<file path="config.mk">
export PLATFORM = sky130hd
export DESIGN_NAME = div_unit
export DESIGN_NICKNAME = d
export VERILOG_FILES = /design/src/rtl/div_unit.sv
export SDC_FILE = /design/constraint.sdc
export NUM_CORES = 1
export LEC_CHECK = 0
export BUFFER_PORTS_ARGS = -buffer_cell sky130_fd_sc_hd__clkbuf_2
export CELL_PAD_IN_SITES_DETAIL_PLACEMENT = 2
export CELL_PAD_IN_SITES_GLOBAL_PLACEMENT = 2
export CORE_MARGIN = 5
export CORE_UTILIZATION = 32
export DETAILED_ROUTE_END_ITERATION = 16
export HOLD_SLACK_MARGIN = 0.06
export PLACE_DENSITY_LB_ADDON = 0.05
export SLEW_MARGIN = 0
export SYNTH_ARGS = -nofsm -noshare
export SYNTH_HDL_FRONTEND = slang
export SYNTH_SLANG_ARGS = --single-unit
</file>
<file path="constraint.sdc">
create_clock -name clock -period 5.32 [get_ports clock]
set_input_delay 1.064 -clock clock [delete_from_list [all_inputs] [get_ports clock]]
set_output_delay 1.064 -clock clock [all_outputs]
set_load 0.1 [all_outputs]
</file>
<file path="src/rtl/div_unit.sv">
// Multicycle signed 32-bit restoring divider for the CPU div instruction.
// Produces quotient on lo and remainder on hi, 33 cycles after an accepted start.
module div_unit (
  input  logic        clock,
  input  logic        reset,
  input  logic        start,
  input  logic [31:0] dividend,
  input  logic [31:0] divisor,
  output logic [31:0] hi,
  output logic [31:0] lo,
  output logic        busy,
  output logic        done,
  output logic        div_zero
);

  typedef enum logic [1:0] {StIdle, StRun, StFix} state_e;

  state_e      state_q, state_d;
  logic [31:0] rem_q, rem_d;
  logic [31:0] quo_q, quo_d;
  logic [31:0] dvs_q, dvs_d;
  logic [31:0] hi_q, hi_d;
  logic [31:0] lo_q, lo_d;
  logic        neg_rem_q, neg_rem_d;
  logic        neg_quo_q, neg_quo_d;
  logic [4:0]  cnt_q, cnt_d;
  logic        busy_q, busy_d;
  logic        done_q, done_d;
  logic        dz_q, dz_d;

  logic [31:0] rem_sh;
  logic [32:0] trial;

  // R < |divisor| <= 2^31, so the shifted remainder always fits in 32 bits.
  assign rem_sh = {rem_q[30:0], quo_q[31]};
  assign trial  = {1'b0, rem_sh} - {1'b0, dvs_q};

  always_comb begin
    state_d   = state_q;
    rem_d     = rem_q;
    quo_d     = quo_q;
    dvs_d     = dvs_q;
    hi_d      = hi_q;
    lo_d      = lo_q;
    neg_rem_d = neg_rem_q;
    neg_quo_d = neg_quo_q;
    cnt_d     = cnt_q;
    busy_d    = busy_q;
    done_d    = 1'b0;
    dz_d      = 1'b0;

    case (state_q)
      StIdle: begin
        if (start) begin
          if (divisor == 32'd0) begin
            dz_d = 1'b1;
          end else begin
            neg_rem_d = dividend[31];
            neg_quo_d = dividend[31] ^ divisor[31];
            quo_d     = dividend[31] ? -dividend : dividend;
            dvs_d     = divisor[31] ? -divisor : divisor;
            rem_d     = 32'd0;
            cnt_d     = 5'd0;
            busy_d    = 1'b1;
            state_d   = StRun;
          end
        end
      end
      StRun: begin
        if (!trial[32]) begin
          rem_d = trial[31:0];
          quo_d = {quo_q[30:0], 1'b1};
        end else begin
          rem_d = rem_sh;
          quo_d = {quo_q[30:0], 1'b0};
        end
        cnt_d = cnt_q + 5'd1;
        if (cnt_q == 5'd31) begin
          state_d = StFix;
        end
      end
      StFix: begin
        lo_d    = neg_quo_q ? -quo_q : quo_q;
        hi_d    = neg_rem_q ? -rem_q : rem_q;
        done_d  = 1'b1;
        busy_d  = 1'b0;
        state_d = StIdle;
      end
      default: begin
        state_d = StIdle;
      end
    endcase
  end

  always_ff @(posedge clock or posedge reset) begin
    if (reset) begin
      state_q   <= StIdle;
      rem_q     <= 32'd0;
      quo_q     <= 32'd0;
      dvs_q     <= 32'd0;
      hi_q      <= 32'd0;
      lo_q      <= 32'd0;
      neg_rem_q <= 1'b0;
      neg_quo_q <= 1'b0;
      cnt_q     <= 5'd0;
      busy_q    <= 1'b0;
      done_q    <= 1'b0;
      dz_q      <= 1'b0;
    end else begin
      state_q   <= state_d;
      rem_q     <= rem_d;
      quo_q     <= quo_d;
      dvs_q     <= dvs_d;
      hi_q      <= hi_d;
      lo_q      <= lo_d;
      neg_rem_q <= neg_rem_d;
      neg_quo_q <= neg_quo_d;
      cnt_q     <= cnt_d;
      busy_q    <= busy_d;
      done_q    <= done_d;
      dz_q      <= dz_d;
    end
  end

  assign hi       = hi_q;
  assign lo       = lo_q;
  assign busy     = busy_q;
  assign done     = done_q;
  assign div_zero = dz_q;

endmodule
</file>
After elaboration in Yosys (flattened, before gate mapping). Index checks and enable logic that the tools add are counted.

Bits in registers: 172. Input bits: 67. Output and inout port bits: 67. Word-level logic and storage cells: 60.

Add/sub/neg operators: 6. Eq/ne operators: 6. Mux-type cells: 26. Bitwise gates (word level): 2. Reduce and logical (&&, ||, !) cells: 8.

Operators by type and width (number): $mux 32 (9); $neg 32->32 (4); $pmux 32 s2 (2); $sub 32x32->33 (1); $logic_not 32->1 (1); $reduce_and 3->1 (4); $mux 5 (2); $pmux 5 s2 (1); $mux 1 (7); $mux 2 (3); $ne 2x2->1 const B (3); $add 5x1->5 const B (1); $eq 5x5->1 const B (1); $pmux 2 s2 (1); $reduce_bool 2->1 (2); $eq 2x1->1 const B (1); $eq 2x2->1 const B (1); $logic_not 2->1 (1); $pmux 1 s2 (1); $not 1->1 (1); $xor 1x1->1 (1).

Logic depth before layout (Yosys ltp). Gate-level depths: netlist of run 1.

Depth in word-level cells: 5. Gate-level depth with buffers: 14.

Least setup slack after synthesis of run 1. Ideal clock, no wire load.

Kind: input to register. From: in divisor[16]. To: reg quo_q[0]. Setup time: 125 ps. Arrival time: 3822 ps. Data required time: 5195 ps. Setup slack: 1373 ps. Stages: 9. Buffers on the path: 2. Path through: or4_4 -> or4_1 -> or4_4 -> or4_4 -> a21oi_1 -> or2_1 -> buf_2 -> buf_6 -> mux2_2.

Cells in the longest elaborated chain, start to end: 3.

Ends and longest elaborated chain: from (decl) (line 8) `input logic [31:0] divisor,`; $logic_not 32->1 (line 55) `if (divisor == 32'd0) begin`; $ne 2x2->1 (no source line); $reduce_and 3->1 (no source line); to (signal assigned) (line 112) `quo_q <= quo_d;`; to (decl) (line 20) `logic [31:0] quo_q, quo_d;`.

No other way between the ends. A chain may end at the register's enable or synchronous reset.

Final worst setup path of run 1.
From: in divisor[8]. To: reg quo_q[12].

The elaborated chain is that of the path after synthesis.

==> run metrics, run 1 <==
adder-cell area share of the yosys netlist 0.0462; cell type with the largest total area after synthesis dfrtp_1; R2R setup slack between 1.5 and 2 ns; Starting Density 0.326; routed vias 9,556; clk_skew 0.0107 ns; YS warnings 0; Levels on crit path 10; port buffer count approximately 130; antenna cells 0; Synth Register Bits 172; DRC viols 0; core area 33,700 sq um; Die Wd 195 um; post-CTS sizing 0; Worst R2R Start quo_q[2]; Worst-path clk slew 0.07 ns; MaxCap Viol Count 0; Setup-failing EPs final 0; total wire length 34,800 um; FF-to-FF path depth 9; Synth Flop Type dfrtp_1; sequential area share after synthesis 0.391; drt pass-1 iters 4; ys async rst share 1.00; Post-Synth Simple-Gate Area 0.169; Layout Nets 1,505; Final ANT Viol Nets 0; RSZ-0062 raised after global routing no; Root Driver clkbuf_16; CP max stage cell or4_1; LEAKAGE 5.60 nW; Slew Limit Fails 0; H-tree levels 4; share of layout cells above drive strength 1 0.144; gr usage total 0.183; total global routing overflow 0; FMAX 0.245 GHz; worst path cell trace clkbuf_2 -> or4_1 -> or3_1 -> or4_4 -> or4_4 -> a21oi_1 -> or2_2 -> buf_4 -> nand2_1 -> o21ai_1; drt wl/cell ~19 um; # IOs about 130; post-place setup slack 0.792 ns; mux cell area share after synthesis 0.00922; number of global-route vias before repair just over 10,000; WS Path Type input port to flip-flop; area share of the largest cell type after synthesis 0.391; CP top delay family simple AND/OR/NAND/NOR gates; Mapped Cells around 1,300; first-pass GRT wire length 57,100 um; 1st-iter DRT viols 442; Synth Area in XOR/XNOR 0.116; Setup TNS Final 0 ns; Critical Path End quo_q[12]; largest family of logic cells by synthesized area compound AO/OA/AOI/OAI gates; Synth Area per Inst 8.43 sq um; vias per cell around 5.1; post-CTS setup buffers 0; DP HPWL 26,900 um; CTS sink cnt 172; worst path bufs/invs 2; std cell rows 67; CP Launch Type input port; CP Data Required Time 5.69 ns; status finished, final reports clean; Synth Cell Area 11,000 sq um; clock tree from TritonCTS done; worst skew pair latency 0.44 ns; top cells by area, synth dfrtp_1 (39%), o21ai_0 (8.2%), xor2_1 (7.6%); number of synthesized flops with an enable pin 0; largest net degree at the start of global routing 173; max-slew headroom at the worst pin 0.271; slowest stage delay, CP approximately 0.55 ns; die height roughly 200 um; placer congestion estimate about 0.83; Final Hold Viols 0; initial antenna violation count 0; die area between 30,000 and 40,000 sq um; Slew @ Worst Pin 1.09 ns; CTS Hold Buffers Added 0; crit path time final approximately 4.1 ns; arrival time at the worst endpoint 4.44 ns; syn_nets 1,411; Worst Hold Launch hi[13]; Worst Hold Class flip-flop to flip-flop; Max VDD drop a little under 0.0003 V; Critical Path Sink Type flip-flop; final worst-path cycle share 0.766; CTS buffer count 17; Worst Setup SP divisor[8]; Power Dens Cells around 680 nW/um^2; maximum fanout along the worst path 29; most frequent CP cell or4_4; Reg2Reg Capture Point lo[31]; clock buffer depth 2; Compound-Gate Fraction of Synth Area 0.219; Worst Setup Slack, final 1.25 ns; Synth cell types 58; Layout area overhead 15.0%
==> metrics by stage <==
step	std cells	hold slack [ns]	utilization	cell area (sq um)	total power, mW
2_1_floorplan	1304	0.443	-	11000	5.95
3_3_place_gp	1827	0.462	0.357	12000	7.21
3_5_place_dp	1827	0.473	0.357	12000	7.40
4_1_cts	1859	0.490	0.375	12700	8.78
5_1_grt	1859	0.506	0.375	12700	9.46
6_report	1859	0.478	0.375	12700	8.66
==> power by group <==
part | internal (mW) | total [mW] | switching (mW)
logic | 1.80 | 4.85 | 3.06
registers | 1.77 | 2.48 | 0.701
clock network | 0.750 | 1.33 | 0.580
==> Yosys cell counts, types with 6 or more instances <==
| cell | n |
|---|---|
| or3_1 | 29 |
| nand2_1 | 204 |
| clkbuf_1 | 53 |
| or4_1 | 17 |
| or2_2 | 9 |
| o31ai_1 | 34 |
| o21ai_1 | 35 |
| xnor2_1 | 51 |
| a21oi_1 | 81 |
| nor2b_1 | 7 |
| o41ai_1 | 13 |
| nor3_1 | 9 |
| inv_1 | 57 |
| dfrtp_1 | 172 |
| nand2b_1 | 15 |
| nor2_1 | 62 |
| nand3_1 | 10 |
| o21ai_0 | 181 |
| a32oi_1 | 8 |
| a211oi_1 | 8 |
| nor4_1 | 6 |
| buf_6 | 7 |
| xor2_1 | 95 |
| a21o_1 | 12 |
| ha_1 | 39 |
| mux2i_1 | 9 |
==> layer usage <==
| metal | track usage | wire (um) | up-vias |
|---|---|---|---|
| met5 | 0 | 0 | - |
| met4 | 0.0295 | 236 | 0 |
| met3 | 0.0271 | 1070 | 15 |
| met2 | 0.262 | 14200 | 138 |
| met1 | 0.294 | 19300 | 4651 |
| li1 | - | - | 4752 |
==> registers in the layout, indices dropped and copies added (netlist names) <==
signal,flops
busy,1
cnt_q,5
div_zero,1
done,1
dvs_q,32
hi,32
lo,32
neg_quo_q,1
neg_rem_q,1
quo_q,32
rem_q,32
state_q,2
==> area by class of cell <==
type	count	area (sq um)
Timing Repair Buffer	144	773
Tap cell	448	561
Inverter	57	218
Clock inverter	14	179
Multi-Input combinational cell	1006	6190
Fill cell	3923	21000
Clock buffer	18	429
Sequential cell	172	4300
==> worst min path at each step <==
stage	to	slack [ns]	cells past startpoint
after floorplan	dvs_q[31]	0.44	2
after global placement	hi[23]	0.46	2
after detailed placement	hi[28]	0.47	2
after CTS	hi[28]	0.49	2
after global routing	hi[19]	0.51	2
final	hi[13]	0.48	2
==> cells by family (layout without fill, tap and decap cells) <==
family                     Yosys count  in the layout
DFF                                172            172
and+or+nand+nor                    397            397
adders and majority gates           40             40
muxes                               10             10
xor gates and xnor gates           146            146
AOI/OAI and AO/OA                  413            413
buffers and inverters              126            233
==> worst register-to-register path, stage by stage (launching register included) <==
cell	delay, ns
dfrtp_1	0.48
or3_1	0.44
or4_1	0.54
or3_1	0.44
or4_1	0.55
or3_1	0.43
o21ai_2	0.22
nand2_1	0.09
xnor2_1	0.19
o21ai_0	0.11
==> layout by cell type (no fill, tap or decap), types with 6 or more instances in the layout <==
master / synthesis / routed
nor2_1: 62 / 61
nand2b_1: 15 / 15
a32oi_1: 8 / 8
a21oi_1: 81 / 81
a21o_1: 12 / 12
o41ai_1: 13 / 13
nor4_1: 6 / 6
nand3_1: 10 / 10
clkbuf_16: 0 / 17
or4_1: 17 / 17
inv_1: 57 / 56
or3_1: 29 / 29
o31ai_1: 34 / 34
or2_2: 9 / 10
inv_6: 0 / 6
dfrtp_1: 172 / 172
xor2_1: 95 / 95
o21ai_1: 35 / 35
clkbuf_2: 0 / 133
nand2_1: 204 / 203
ha_1: 39 / 39
a211oi_1: 8 / 7
nor2b_1: 7 / 6
o21ai_0: 181 / 181
mux2i_1: 9 / 9
nor3_1: 9 / 9
xnor2_1: 51 / 51
buf_4: 1 / 9
No activity file was read; power rests on OpenSTA's default activity.
==> inputs of run 2 (changes only) <==
ABC_AREA = 1   (was unset)
CORE_UTILIZATION = 33   (was 32)
clock period = 3.8 ns   (was 5.32 ns; I/O delays follow)
==> run 2 against run 1 <==
  * Combinational power grew 130%
  * Cell area grew 21%
  * Wire length grew 67%
  * Sequential power grew 36%
  * Global-route usage grew 7.6 points
  * Sequential cell count is the same
  * Power grew 91%
  * Synthesized cell count grew 65%
  * Clock skew grew 0.0073 ns
  * Final cell count grew 51%
  * Hold slack lost 0.071 ns
  * Critical path depth grew 6
==> run metrics, run 2 <==
WS Path Type flip-flop to flip-flop; CTS Hold Buffers Added 0; DP HPWL 47,100 um; clock tree from TritonCTS done; placer congestion estimate ~0.92; top cells by area, synth dfrtp_1 (32%), nand2_1 (21%), inv_1 (8.7%); # IOs 134; antenna cells 0; CP max stage cell fa_1; Max Used Layer met4; Setup TNS Final 0 ns; final non-filler cell total roughly 2,800; Register Area 4300 sq um; port buffer count ~130; worst path cell trace inv_1 -> ha_1 -> fa_1 -> inv_1 -> nand3_1 -> nand3_2 -> nand2_1 -> nand2_2 -> nand2_1 -> nand2_1 -> nand2_2 -> nand2_4 -> nand2_2 -> nand2_1 -> nand2_1 -> nand2_1; Area after DPL around 15,000 sq um; most frequent CP cell nand2_1; clk_skew 0.0180 ns; initial antenna violation count 0; FMAX 0.330 GHz; Layout area overhead 13.9%; gr usage total 0.259; Critical Path Sink Type flip-flop; Worst Hold Class input port to async pin; Util after Layout 0.382; post-place setup slack between 0.7 and 0.8 ns; post-CTS sizing 0; status finished, final reports clean; Setup-failing EPs final 0; CP Launch Type flip-flop; CTS buffer count 17; drt pass-1 iters 5; max-slew headroom at the worst pin 0.338; Post-synth top cells nand2_1 (756), inv_1 (312), nand3_1 (226); R2R setup slack just under 0.8 ns; LEAKAGE 8.23 nW; area share of the largest cell type after synthesis 0.321; fillcell total 5,006; Slew @ Worst Pin 0.993 ns; vias per cell 5.16; Final ANT Viol Nets 0; cell type with the largest total area after synthesis dfrtp_1; sequential area share after synthesis 0.321; H-tree levels 4; Starting Density 0.336; first-pass GRT wire length 90,800 um; Layout Nets 2,380; number of global-route vias before repair 15,800; most used cells in the layout excluding fill and tap cells nand2_1 (755), inv_1 (311), nand3_1 (226), nor2_1 (200), dfrtp_1 (172); die height 212 um; core area 39,900 sq um; std cell rows 73; Mapped Cells 2,157; MaxCap Viol Count 0; 1st-iter DRT viols 581; worst path bufs/invs 2; total wire length slightly below 60,000 um; total global routing overflow 0; Multi-input gate area roughly 7500 sq um; Finished Cell Area around 15,000 sq um; RSZ-0062 raised after global routing no; Synth Flop Type dfrtp_1; most common cell after layout, fill and taps aside nand2_1; DR WL met3 1600 um; Synth cell types 43; ys async rst share 1.00; syn_nets 2,264; Max VDD drop 0.000337 V; Final Hold Viols 0; Synth Area per Inst 6.21 sq um; crit path time final 3.03 ns; CTS sink cnt 172; share of layout cells above drive strength 1 0.105; Metal-1 WL 26,700 um; count leader, synth nand2_1; Synth Cell Area 13,400 sq um; post-CTS setup buffers 0; Die Wd 212 um; clock buffer depth 2; Worst Setup Slack, final ~0.77 ns; DRC viols 0; Slew Limit Fails 0; worst skew pair latency 0.47 ns; largest net degree at the start of global routing 52; maximum fanout along the worst path 14; die area 44,700 sq um; final worst-path cycle share 0.797; Cells after DPL 2,779; Synth Register Bits 172; drt wl/cell between 20 and 25 um; Root Driver clkbuf_16; Worst-path clk slew 0.08 ns; routed wl met2 27,800 um; arrival time at the worst endpoint 3.44 ns; number of synthesized flops with an enable pin 0; slowest stage delay, CP about 0.4 ns; CP top delay family simple AND/OR/NAND/NOR gates; Power Dens Cells 1090 nW/um^2; YS warnings 0; CP Data Required Time 4.21 ns; routed vias 14,500
==> run 2: cell types whose count changed after synthesis, moves of 15 or more <==
cell      previous run  this run
a21oi_1             81        42
o21ai_0            181        90
xnor2_1             51        16
clkbuf_1            53        31
o31ai_1             34        17
nand2_1            204       756
nand2b_1            15         0
inv_1               57       312
xor2_1              95        48
nand3_1             10       226
nand4_1              4        37
or3_1               29         0
nor2_1              62       201
or4_1               17         0
==> run 2: layer usage <==
metal  vias up  track usage
met5         -            0
met4         0       0.0855
met3        82       0.0368
met2       222        0.442
met1      7212        0.340
li1       7000            -
==> run 2: cell type report <==
cell class / count / area share
Sequential cell: 172 / 0.282
Multi-Input combinational cell: 1591 / 0.494
Clock inverter: 12 / 0.00894
Clock buffer: 20 / 0.0306
Timing Repair Buffer: 163 / 0.0608
Inverter: 328 / 0.0809
Tap cell: 525 / 0.0430
==> run 2: worst paths after layout <==
path                                 from   endpoint  cells after the start
max in group asynchronous           reset  quo_q[12]                      3
worst max-delay path            quo_q[31]  rem_q[21]                     16
worst min register to register     lo[13]     lo[13]                      2
min in group clock                 lo[13]     lo[13]                      2
worst max register to register  quo_q[31]  rem_q[21]                     16
worst min-delay path                reset     hi[11]                      2
==> run 2: kinds of logic (layout without fill, tap and decap cells) <==
logic type	after synthesis	after routing	synth area share
AO/OA/AOI/OAI	216	216	0.0874
AND/OR/NAND/NOR	1271	1271	0.394
buffers and inverters	394	523	0.118
XOR/XNOR	64	64	0.0418
adder cells (fa/ha/maj)	40	40	0.0379
flip-flops	172	172	0.321
==> run 2: stage by stage <==
stage | hold WS (ns) | total power, mW
after floorplan | 0.449 | 11.1
after global placement | 0.464 | 14.2
after detailed placement | 0.467 | 14.7
after CTS | 0.404 | 16.7
after global routing | 0.449 | 18.0
final | 0.407 | 16.6
==> run 2: worst register-to-register path: cells and delay by family, from the launching register on <==
kind          cells  cell delay [ns]
simple gates     12             1.60
flops             1             0.36
fa+ha+maj         2             0.65
buf+inv           2             0.36
==> run 2: where the power goes <==
group          total, mW  switching (mW)  leakage, nW  internal [mW]
combinational       11.3            8.25         5.88           3.07
sequential          3.38           0.742         2.07           2.64
clock               1.86           0.830        0.289           1.03
==> inputs of run 3 (changes only) <==
CORE_UTILIZATION = 29   (was 33)
clock period = 2.5 ns   (was 3.8 ns; I/O delays follow)
==> run 3 against run 2 <==
  * Die area rose by 13%
  * Highest routed layer unchanged
  * Register-to-register slack lost 0.65 ns
  * Critical path depth unchanged
==> run metrics, run 3 (synthesis results as in run 2) <==
Setup TNS Final 0 ns; Root Driver clkbuf_16; clk_skew 0.0214 ns; slowest stage delay, CP 0.37 ns; Layout area overhead 19.3%; Power Dens Cells about 1600 nW/um^2; Worst Hold Launch divisor[19]; arrival time at the worst endpoint 2.75 ns; most common cell after layout, fill and taps aside nand2_1; Starting Density 0.294; antenna cells 0; DP HPWL 47,900 um; H-tree levels 4; Die Wd 225 um; port buffer count 133; Clk pwr share 0.107; CP Launch Type flip-flop; worst skew pair latency 0.49 ns; vias per cell around 4.9; maximum fanout along the worst path 12; die height 225 um; initial antenna violation count 0; Flop pwr share 0.196; DRC viols 0; CP Data Required Time around 2.9 ns; Critical Path Sink Type flip-flop; final worst-path cycle share 0.953; Layout Nets ~2,400; core area between 40,000 and 50,000 sq um; CTS buffer count 17; worst path cell trace inv_1 -> ha_1 -> fa_2 -> inv_1 -> nand3_1 -> nand3_2 -> nand2_1 -> nand2_2 -> nand2_2 -> nand2_2 -> nand2_4 -> nand2_8 -> buf_12 -> nand3_1 -> nand2_1 -> nand2_1; total wire length 58,200 um; 1st-iter DRT viols 670; drt wl/cell 19.7 um; FMAX 0.420 GHz; final non-filler cell total 2,952; share of layout cells above drive strength 1 0.133; R2R setup slack 0.12 ns; Worst Hold Class input port to flip-flop; Gate power share 0.697; Worst-path clk slew 0.07 ns; gr usage total 0.229; Final Hold Viols 0; switching part of the total power 0.576; total global routing overflow 0; Final ANT Viol Nets 0; CP max stage cell dfrtp_1; Cells after DPL 2,913; WS Path Type flip-flop to flip-flop; Setup-failing EPs final 0; Hold Path End dvs_q[19]; Slew Limit Fails 0; die area 50,600 sq um; largest net degree at the start of global routing 62; first-pass GRT wire length 89,900 um; Min-Delay Path Depth 3; drt pass-1 iters 5; routed vias roughly 15,000; placer congestion estimate 0.894; MaxCap Viol Count 0; status finished, final reports clean; max-slew headroom at the worst pin 0.505; CTS sink cnt 172; crit path time final 2.38 ns; clock tree from TritonCTS done; number of global-route vias before repair 15,600; Slew @ Worst Pin 0.736 ns; LEAKAGE around 8.6 nW; FF-to-FF path depth 16; sw power 15.0 mW; # IOs 134; Max VDD drop 0.000870 V; std cell rows 78; Reg2Reg Capture Point rem_q[31]; internal power 11.0 mW; most used cells in the layout excluding fill and tap cells nand2_1 (753), inv_1 (307), nand3_1 (225), nor2_1 (199), dfrtp_1 (172); Worst R2R Start quo_q[31]; clock buffer depth 2
## run 3: cell types whose count changed in the layout (fill, tap and decap cells not counted), moves of 2 or more
| cell | change |
|---|---|
| buf_12 | +7 |
| buf_4 | +56 |
| buf_6 | +2 |
| clkbuf_8 | -3 |
| clkinv_2 | +2 |
| inv_1 | -4 |
| inv_2 | +3 |
| nand2_1 | -2 |
## run 3: layout make-up
| class | instances | area, sq um |
|---|---|---|
| tap | 600 | 751 |
| timing repair buffer | 230 | 1550 |
| multi-input combinational | 1591 | 7570 |
| fill | 5650 | 29600 |
| clock inverter | 13 | 143 |
| clock buffer | 18 | 429 |
| sequential | 172 | 4300 |
| inverter | 328 | 1240 |
## run 3: critical path: cells and delay by family (launching register included)
| family | cells | cell delay (ns) |
|---|---|---|
| flops | 1 | 0.37 |
| fa+ha+maj | 2 | 0.57 |
| buf+inv | 3 | 0.32 |
| simple gates | 11 | 1.01 |
## run 3: metrics by stage
stage / util / worst slack, ns / total power, mW / area [sq um] / hold slack, ns
2_1_floorplan: - / -0.197 / 16.9 / 13400 / 0.449
3_3_place_gp: 0.335 / -0.000591 / 22.4 / 15300 / 0.463
3_5_place_dp: 0.335 / -0.0644 / 23.1 / 15300 / 0.470
4_1_cts: 0.348 / 0.0272 / 26.0 / 15900 / 0.324
5_1_grt: 0.351 / -0.0163 / 28.3 / 16000 / 0.364
6_report: 0.351 / 0.118 / 26.1 / 16000 / 0.356
## run 3: what timing repair did
item	4_1_cts	5_1_grt
setup endpoints to repair	31	31
cloned	0	1
buffers inserted	0	6
pin swaps	0	2
hold buffers	1	0
hold endpoints to repair	9	0
gates resized for setup	2	13
## run 3: power by group through the flow
stage	Sequential (mW)	Combinational (mW)	Clock (mW)
after CTS	5.13	18.0	2.88
after detailed placement	5.17	17.9	0
after global placement	5.12	17.3	0
after global routing	5.26	20.1	2.99
final	5.11	18.2	2.79
after floorplan	7.12	9.73	0
## run 3: worst max path at each step
stage,slack [ns],depth (start not counted),to,from
6_report,0.12,16,rem_q[31],quo_q[31]
4_1_cts,0.03,16,rem_q[31],quo_q[31]
5_1_grt,-0.02,16,rem_q[31],quo_q[31]
3_5_place_dp,-0.06,16,rem_q[31],quo_q[31]
2_1_floorplan,-0.20,1,busy,reset
3_3_place_gp,-0.0006,16,rem_q[31],quo_q[31]
## run 3: layer usage
metal | share of wire | vias up | track usage | wire length (um)
met5 | 0 | - | 0 | 0
met2 | 0.47 | 190 | 0.381 | 27400
met4 | 0.018 | 0 | 0.0499 | 1050
li1 | - | 7137 | - | -
met3 | 0.032 | 53 | 0.0395 | 1840
met1 | 0.48 | 7180 | 0.313 | 28000
